### src/rtl/cp0_if.sv
// MTC0 / MFC0 access bus between the MEM stage and the CP0 register file.
interface cp0_if;
  logic        wen;
  logic [4:0]  waddr;
  logic [31:0] wdata;
  logic [4:0]  raddr;
  logic [31:0] rdata;

  modport master (output wen, output waddr, output wdata, output raddr, input rdata);
  modport slave  (input wen, input waddr, input wdata, input raddr, output rdata);
endinterface

### src/rtl/cp0_reg.sv
// CP0 register file: Status, Cause, EPC, BadVAddr, EBase, plus Count/Compare timer.
// Optional feature macro: CP0_TIMER_EN (Count, Compare and timer interrupt present when defined).
module cp0_reg #(
  parameter logic [31:0] EBASE_RESET  = 32'hBFC0_0000,
  parameter logic [31:0] STATUS_RESET = 32'h0040_0000
) (
  input  logic        clk,
  input  logic        resetn,
  cp0_if.slave        bus,
  input  logic [5:0]  int_i,
  input  logic [31:0] exception_type_i,
  input  logic [31:0] pc_i,
  input  logic        is_in_delayslot_i,
  input  logic [31:0] bad_addr_i,
  output logic [31:0] status_o,
  output logic [31:0] cause_o,
  output logic [31:0] epc_o,
  output logic [31:0] ebase_o,
  output logic [31:0] badvaddr_o,
  output logic [31:0] count_o,
  output logic [31:0] compare_o,
  output logic        timer_int_o
);

  localparam logic [31:0] STATUS_WMASK = 32'h0000_FF03;

  logic [31:0] status_r, epc_r, ebase_r, badvaddr_r;
  logic        cause_bd_r;
  logic [5:0]  cause_ip_r;
  logic [1:0]  cause_iv_r, cause_swi_r;
  logic [4:0]  exc_code_r;

  logic        exc_entry_s, eret_s, ade_s, mtc0_s, ti_s;
  logic [4:0]  exc_code_s;
  logic [31:0] count_s, compare_s;

  // Decode the resolved exception code; unknown nonzero codes take no action.
  always_comb begin
    exc_entry_s = 1'b0;
    eret_s      = 1'b0;
    ade_s       = 1'b0;
    exc_code_s  = 5'd0;
    case (exception_type_i)
      32'h0000_0001: begin exc_entry_s = 1'b1; exc_code_s = 5'd0;  end
      32'h0000_0004: begin exc_entry_s = 1'b1; exc_code_s = 5'd4;  ade_s = 1'b1; end
      32'h0000_0005: begin exc_entry_s = 1'b1; exc_code_s = 5'd5;  ade_s = 1'b1; end
      32'h0000_0008: begin exc_entry_s = 1'b1; exc_code_s = 5'd8;  end
      32'h0000_0009: begin exc_entry_s = 1'b1; exc_code_s = 5'd9;  end
      32'h0000_000A: begin exc_entry_s = 1'b1; exc_code_s = 5'd10; end
      32'h0000_000C: begin exc_entry_s = 1'b1; exc_code_s = 5'd12; end
      32'h0000_000E: begin eret_s = 1'b1; end
      default: begin exc_entry_s = 1'b0; end
    endcase
    mtc0_s = bus.wen && (exception_type_i == 32'h0000_0000);
  end

  // Exception entry / ERET / MTC0 updates of the architectural registers.
  always_ff @(posedge clk or negedge resetn) begin
    if (!resetn) begin
      status_r    <= STATUS_RESET;
      ebase_r     <= EBASE_RESET;
      epc_r       <= 32'h0000_0000;
      badvaddr_r  <= 32'h0000_0000;
      cause_bd_r  <= 1'b0;
      cause_ip_r  <= 6'd0;
      cause_iv_r  <= 2'd0;
      cause_swi_r <= 2'd0;
      exc_code_r  <= 5'd0;
    end else begin
      cause_ip_r <= int_i;
      if (exc_entry_s) begin
        if (!status_r[1]) begin
          epc_r      <= is_in_delayslot_i ? (pc_i - 32'd4) : pc_i;
          cause_bd_r <= is_in_delayslot_i;
        end
        status_r[1] <= 1'b1;
        exc_code_r  <= exc_code_s;
        if (ade_s) begin
          badvaddr_r <= bad_addr_i;
        end
      end else if (eret_s) begin
        status_r[1] <= 1'b0;
      end else if (mtc0_s) begin
        case (bus.waddr)
          5'd12: status_r <= (status_r & ~STATUS_WMASK) | (bus.wdata & STATUS_WMASK);
          5'd13: begin
            cause_iv_r  <= bus.wdata[23:22];
            cause_swi_r <= bus.wdata[9:8];
          end
          5'd14: epc_r   <= bus.wdata;
          5'd15: ebase_r <= bus.wdata;
          default: ;
        endcase
      end
    end
  end

`ifdef CP0_TIMER_EN
  logic [31:0] count_r, compare_r;
  logic        tick_r, timer_int_r;

  // Count advances on every second clock; Compare write acknowledges the timer.
  always_ff @(posedge clk or negedge resetn) begin
    if (!resetn) begin
      count_r     <= 32'h0000_0000;
      compare_r   <= 32'h0000_0000;
      tick_r      <= 1'b0;
      timer_int_r <= 1'b0;
    end else begin
      if (mtc0_s && (bus.waddr == 5'd9)) begin
        count_r <= bus.wdata;
        tick_r  <= 1'b0;
      end else begin
        count_r <= count_r + {31'd0, tick_r};
        tick_r  <= ~tick_r;
      end
      if (mtc0_s && (bus.waddr == 5'd11)) begin
        compare_r   <= bus.wdata;
        timer_int_r <= 1'b0;
      end else if ((compare_r != 32'h0000_0000) && (count_r == compare_r)) begin
        timer_int_r <= 1'b1;
      end
    end
  end

  assign count_s   = count_r;
  assign compare_s = compare_r;
  assign ti_s      = timer_int_r;
`else
  assign count_s   = 32'h0000_0000;
  assign compare_s = 32'h0000_0000;
  assign ti_s      = 1'b0;
`endif

  assign status_o    = status_r;
  assign epc_o       = epc_r;
  assign ebase_o     = ebase_r;
  assign badvaddr_o  = badvaddr_r;
  assign count_o     = count_s;
  assign compare_o   = compare_s;
  assign timer_int_o = ti_s;
  assign cause_o     = {cause_bd_r, ti_s, 6'd0, cause_iv_r, 6'd0,
                        cause_ip_r[5] | ti_s, cause_ip_r[4:0],
                        cause_swi_r, 1'b0, exc_code_r, 2'b00};

  // MFC0 read mux; unmapped numbers read zero.
  always_comb begin
    case (bus.raddr)
      5'd8:    bus.rdata = badvaddr_r;
      5'd9:    bus.rdata = count_s;
      5'd11:   bus.rdata = compare_s;
      5'd12:   bus.rdata = status_r;
      5'd13:   bus.rdata = cause_o;
      5'd14:   bus.rdata = epc_r;
      5'd15:   bus.rdata = ebase_r;
      default: bus.rdata = 32'h0000_0000;
    endcase
  end

endmodule

### src/flat_wrapper.sv
// flat-port wrapper written by rule: the top's interface ports become plain ports
module cp0_reg_flat 
#(
  parameter logic [31:0] EBASE_RESET  = 32'hBFC0_0000,
  parameter logic [31:0] STATUS_RESET = 32'h0040_0000
)
  (clk, resetn, int_i, exception_type_i, pc_i, is_in_delayslot_i, bad_addr_i, status_o, cause_o, epc_o, ebase_o, badvaddr_o, count_o, compare_o, timer_int_o, bus_wen, bus_waddr, bus_wdata, bus_raddr, bus_rdata);
  cp0_if bus_i ();
  input  logic clk;
  input  logic resetn;
  input  logic [5:0] int_i;
  input  logic [31:0] exception_type_i;
  input  logic [31:0] pc_i;
  input  logic is_in_delayslot_i;
  input  logic [31:0] bad_addr_i;
  output logic [31:0] status_o;
  output logic [31:0] cause_o;
  output logic [31:0] epc_o;
  output logic [31:0] ebase_o;
  output logic [31:0] badvaddr_o;
  output logic [31:0] count_o;
  output logic [31:0] compare_o;
  output logic timer_int_o;
  input wire logic [$bits(bus_i.wen)-1:0] bus_wen;
  input wire logic [$bits(bus_i.waddr)-1:0] bus_waddr;
  input wire logic [$bits(bus_i.wdata)-1:0] bus_wdata;
  input wire logic [$bits(bus_i.raddr)-1:0] bus_raddr;
  output wire logic [$bits(bus_i.rdata)-1:0] bus_rdata;
  assign bus_i.wen = bus_wen;
  assign bus_i.waddr = bus_waddr;
  assign bus_i.wdata = bus_wdata;
  assign bus_i.raddr = bus_raddr;
  assign bus_rdata = bus_i.rdata;
  cp0_reg #(.EBASE_RESET(EBASE_RESET), .STATUS_RESET(STATUS_RESET)) u_core (.clk(clk), .resetn(resetn), .bus(bus_i), .int_i(int_i), .exception_type_i(exception_type_i), .pc_i(pc_i), .is_in_delayslot_i(is_in_delayslot_i), .bad_addr_i(bad_addr_i), .status_o(status_o), .cause_o(cause_o), .epc_o(epc_o), .ebase_o(ebase_o), .badvaddr_o(badvaddr_o), .count_o(count_o), .compare_o(compare_o), .timer_int_o(timer_int_o));
endmodule
### config.mk
export PLATFORM = sky130hd
export DESIGN_NAME = cp0_reg_flat
export DESIGN_NICKNAME = d
export VERILOG_FILES = /design/src/rtl/cp0_if.sv /design/src/rtl/cp0_reg.sv /design/src/flat_wrapper.sv
export SDC_FILE = /design/constraint.sdc
export NUM_CORES = 1
export LEC_CHECK = 0
export ABC_CLOCK_PERIOD_IN_PS = 3900
export CORE_AREA = 2 2 155 157
export CTS_CLUSTER_SIZE = 20
export DETAILED_ROUTE_END_ITERATION = 8
export DIE_AREA = 0 0 157 159
export PLACE_DENSITY = 0.77
export SETUP_SLACK_MARGIN = 0.5
export SYNTH_ARGS = -nofsm -noshare
export SYNTH_HDL_FRONTEND = slang
export SYNTH_SLANG_ARGS = --single-unit
export TNS_END_PERCENT = 1
### constraint.sdc
create_clock -name clk -period 3.9 [get_ports clk]
set_input_delay 0.585 -clock clk [delete_from_list [all_inputs] [get_ports clk]]
set_output_delay 0.585 -clock clk [all_outputs]
set_load 0.02 [all_outputs]
==> summary.txt <==
Status
  – Status: complete, no violations

Drt
  – Routed wire length: 24.9 mm
  – First DRT Iteration DRCs: 379
  – # DRC: 0
  – DR vias: 6,241
  – Wire length per cell: 19.3 um
  – Detail Route Antenna Nets: 0
  – Via density: 4.84
  – Detailed Routing Iterations Pass 1: 8

Setup path
  – Crit path launch type: input pin
  – CP cell instances: clkdlybuf4s50_1 > nor2b_1 > nand2_1 > nor3_2 > buf_6 > a222oi_1 > inv_1 > clkdlybuf4s50_1
  – Family with the most delay on the worst path: buffers and inverters
  – Required time worst endpoint: 3310 ps
  – CP max stage cell: clkdlybuf4s50_1
  – Worst path bufs/invs: 4
  – Critical Path AT: 2760 ps
  – Slowest stage delay, CP: 590 ps
  – CP max FO: 19
  – Nature of the critical path endpoint: primary output
  – Worst Setup Path Type: input pin to primary output
  – CP dominant cell by count: clkdlybuf4s50_1

Global route
  – Total track usage: 19.6%
  – Largest net degree at the start of global routing: 67
  – First-pass GRT wire length: 37.2 mm
  – Antenna violations before repair: 1
  – Congestion Overflow GR: 0
  – Number of global-route vias before repair: 6,287

Synth
  – Synthesized flop and latch total: 121
  – Synth async-reset ratio: 100%
  – Number of synthesized flops with an enable pin: 0
  – Synth area leaders: dfrtp_1 (38%), mux2_4 (12%), buf_4 (11%)
  – Synth unique cells: 64
  – YS warnings: 0
  – Synth top area share: 38.0%
  – Top FF cell, synth: dfrtp_1
  – Register area share after synthesis: 41.3%
  – Syn Inst Count: 652
  – Cell Area, Synth: 0.00737 mm2
  – Syn_area_per_cell: 11.3 um2
  – Biggest area consumer among synthesized cells: dfrtp_1

Pwr
  – Peak VDD IR: 223 uV
  – Sw Share: 25.6%
  – Pwr per Cell Area: 294 mW/mm2
  – Leak pwr: 0.00484 uW
  – Sequential power share: 39.3%
  – Switching pwr: 820 uW
  – Power Internal: 2390 uW
  – Combinational share of power: 12.2%
  – Clock share of power: 48.5%

Final layout
  – Area Overhead vs Synth: 48.3%
  – Antenna diodes: 0
  – Most frequent cells in the layout: clkdlybuf4s50_1 (297), dfrtp_1 (112), conb_1 (104), mux2_4 (60), a21oi_1 (39)
  – Fin area: 0.0109 mm2
  – Most common cell after layout, fill and taps aside: clkdlybuf4s50_1
  – Final #Nets: 1,106
  – Final Util: 47.1%
  – Share of post-route cells with drive strength above 1: 17.5%

STA
  – Post-route minimum period: 3340 ps
  – Clock Skews: 6.97 ps
  – Slew HR: 49.4%
  – Max Slew Vio Count: 0
  – Max Freq: 299 MHz
  – Slew @ Worst Pin: 758 ps
  – # setup viols final: 0
  – Final worst setup slack: 559 ps
  – RSZ-0062 raised after global routing: true
  – TNS Setup: 0 ps
  – Fin. Hold Viols: 0
  – Fin crit share: 85.7%

Clocking
  – TritonCTS Buffers: 17
  – Clk sinks: 121
  – H-tree Lvls: 4
  – Clk buf depth: 2
  – Clock transition at path regs: 60 ps
  – Later-pin clock latency in the skew report: 410 ps
  – CTS tree: yes
  – Root Driver: clkbuf_16
  – Post-CTS Setup Bufs: 0

Floorplan
  – I/O Pins: 405
  – Core ar.: 0.0232 mm2
  – Die Height: 159 um
  – Full die area: 0.0250 mm2
  – Initial Util: 31.8%
  – DIE WIDTH: 157 um
  – FP Rows: 56

Place
  – DP HPWL: 19.4 mm
  – IO buf count: 300
  – Post-DP Area: 0.0103 mm2
  – RD Place Congestion: 0.836
  – Pre-CTS setup slack: 441 ps

Min path
  – Hold/Removal Path Class: input pin to asynchronous set/reset pin

Flow run
  – Max cap viols: 0
## per-layer routing
metal  routed length, um  part of all wire [%]  GRT usage (%)  up-vias
met5                   0                     0              0        -
met4                 297                   1.2           4.55        0
met3                1750                   7.0           4.65       21
met2               12800                    51           35.3      318
met1               10000                    40           23.6     3112
li1                    -                     -              -     2790
## registers in the layout, summed over array words and instances, names as in the netlist
name,flops
u_core.cause_ip_r,6
u_core.exc_code_r,4
u_core.ebase_o,32
u_core.epc_o,32
u_core.cause_bd_r,1
u_core.status_o,10
u_core.cause_iv_r,2
u_core.cause_swi_r,2
u_core.badvaddr_o,32
## synthesized netlist by cell type (2+ instances only)
| library cell | n |
|---|---|
| a21oi_1 | 39 |
| a221o_1 | 8 |
| a222oi_1 | 17 |
| a22oi_1 | 6 |
| and3_1 | 4 |
| buf_12 | 3 |
| buf_2 | 8 |
| buf_4 | 105 |
| buf_6 | 9 |
| clkbuf_1 | 12 |
| conb_1 | 2 |
| dfrtp_1 | 112 |
| dfstp_2 | 9 |
| inv_1 | 24 |
| mux2_2 | 17 |
| mux2_4 | 60 |
| mux2i_1 | 17 |
| nand2_1 | 25 |
| nand2_2 | 2 |
| nand2b_1 | 2 |
| nand3_1 | 5 |
| nand4_1 | 2 |
| nor2_1 | 16 |
| nor2b_1 | 3 |
| nor3_1 | 10 |
| nor3_4 | 2 |
| nor4_1 | 10 |
| nor4_2 | 9 |
| nor4bb_1 | 2 |
| o211ai_1 | 2 |
| o21ai_0 | 15 |
| o22ai_1 | 33 |
| or3_1 | 3 |
| or4_1 | 2 |
| xnor2_1 | 22 |
| xor2_1 | 7 |
## power groups by stage
stage                     Clock [uW]  Combinational, uW  Sequential, uW
after floorplan                    0                232            1290
after global placement             0                384            1280
after detailed placement           0                388            1280
after CTS                       1610                391            1260
after global routing            1670                420            1260
final                           1560                391            1260
## cell type report
type                    count  area [um2]
fillers                  2138       12300
multi-input cells         470        3610
repair buffers            323        3210
inverters                  24        90.1
clock buffers              20         447
clock inverters            12         129
well taps                 319         399
flip-flops and latches    121        3040
## final timing paths
path	start	to	slack, ps	cells after the start
max	bus_raddr[3]	bus_rdata[29]	560	8
min	resetn	u_core.badvaddr_o[15]	240	1
max reg2reg	u_core.status_o[1]	u_core.epc_o[17]	2040	6
min reg2reg	u_core.ebase_o[12]	u_core.ebase_o[12]	530	1
max in group asynchronous	resetn	u_core.ebase_o[2]	2810	2
min in group clk	u_core.ebase_o[12]	u_core.ebase_o[12]	530	1
## per-stage QoR
stage                     total power, uW  std cells  hold slack (ps)
after global routing                 3350       1289              270
after detailed placement             1670       1257              529
final                                3210       1289              235
after CTS                            3260       1289              244
after global placement               1670       1257              519
after floorplan                      1520        754              289
## kinds of logic after synthesis
family | count (synthesis) | share of synthesized area [%]
buffers and inverters | 163 | 15.4
AO/OA/AOI/OAI | 130 | 12.2
flip-flops | 121 | 41.3
AND/OR/NAND/NOR | 111 | 10.1
multiplexers | 95 | 17.3
XOR/XNOR | 29 | 3.45
other | 2 | 0.102
adder cells (fa/ha/maj) | 1 | 0.170
## repair_timing
| action | CTS | global route |
|---|---|---|
| endpoints found under the setup margin | 8 | 23 |
| hold buffers | 0 | 0 |
| pin swaps | 0 | 0 |
| gates resized for setup | 1 | 5 |
No activity file was read; power rests on OpenSTA's default activity.
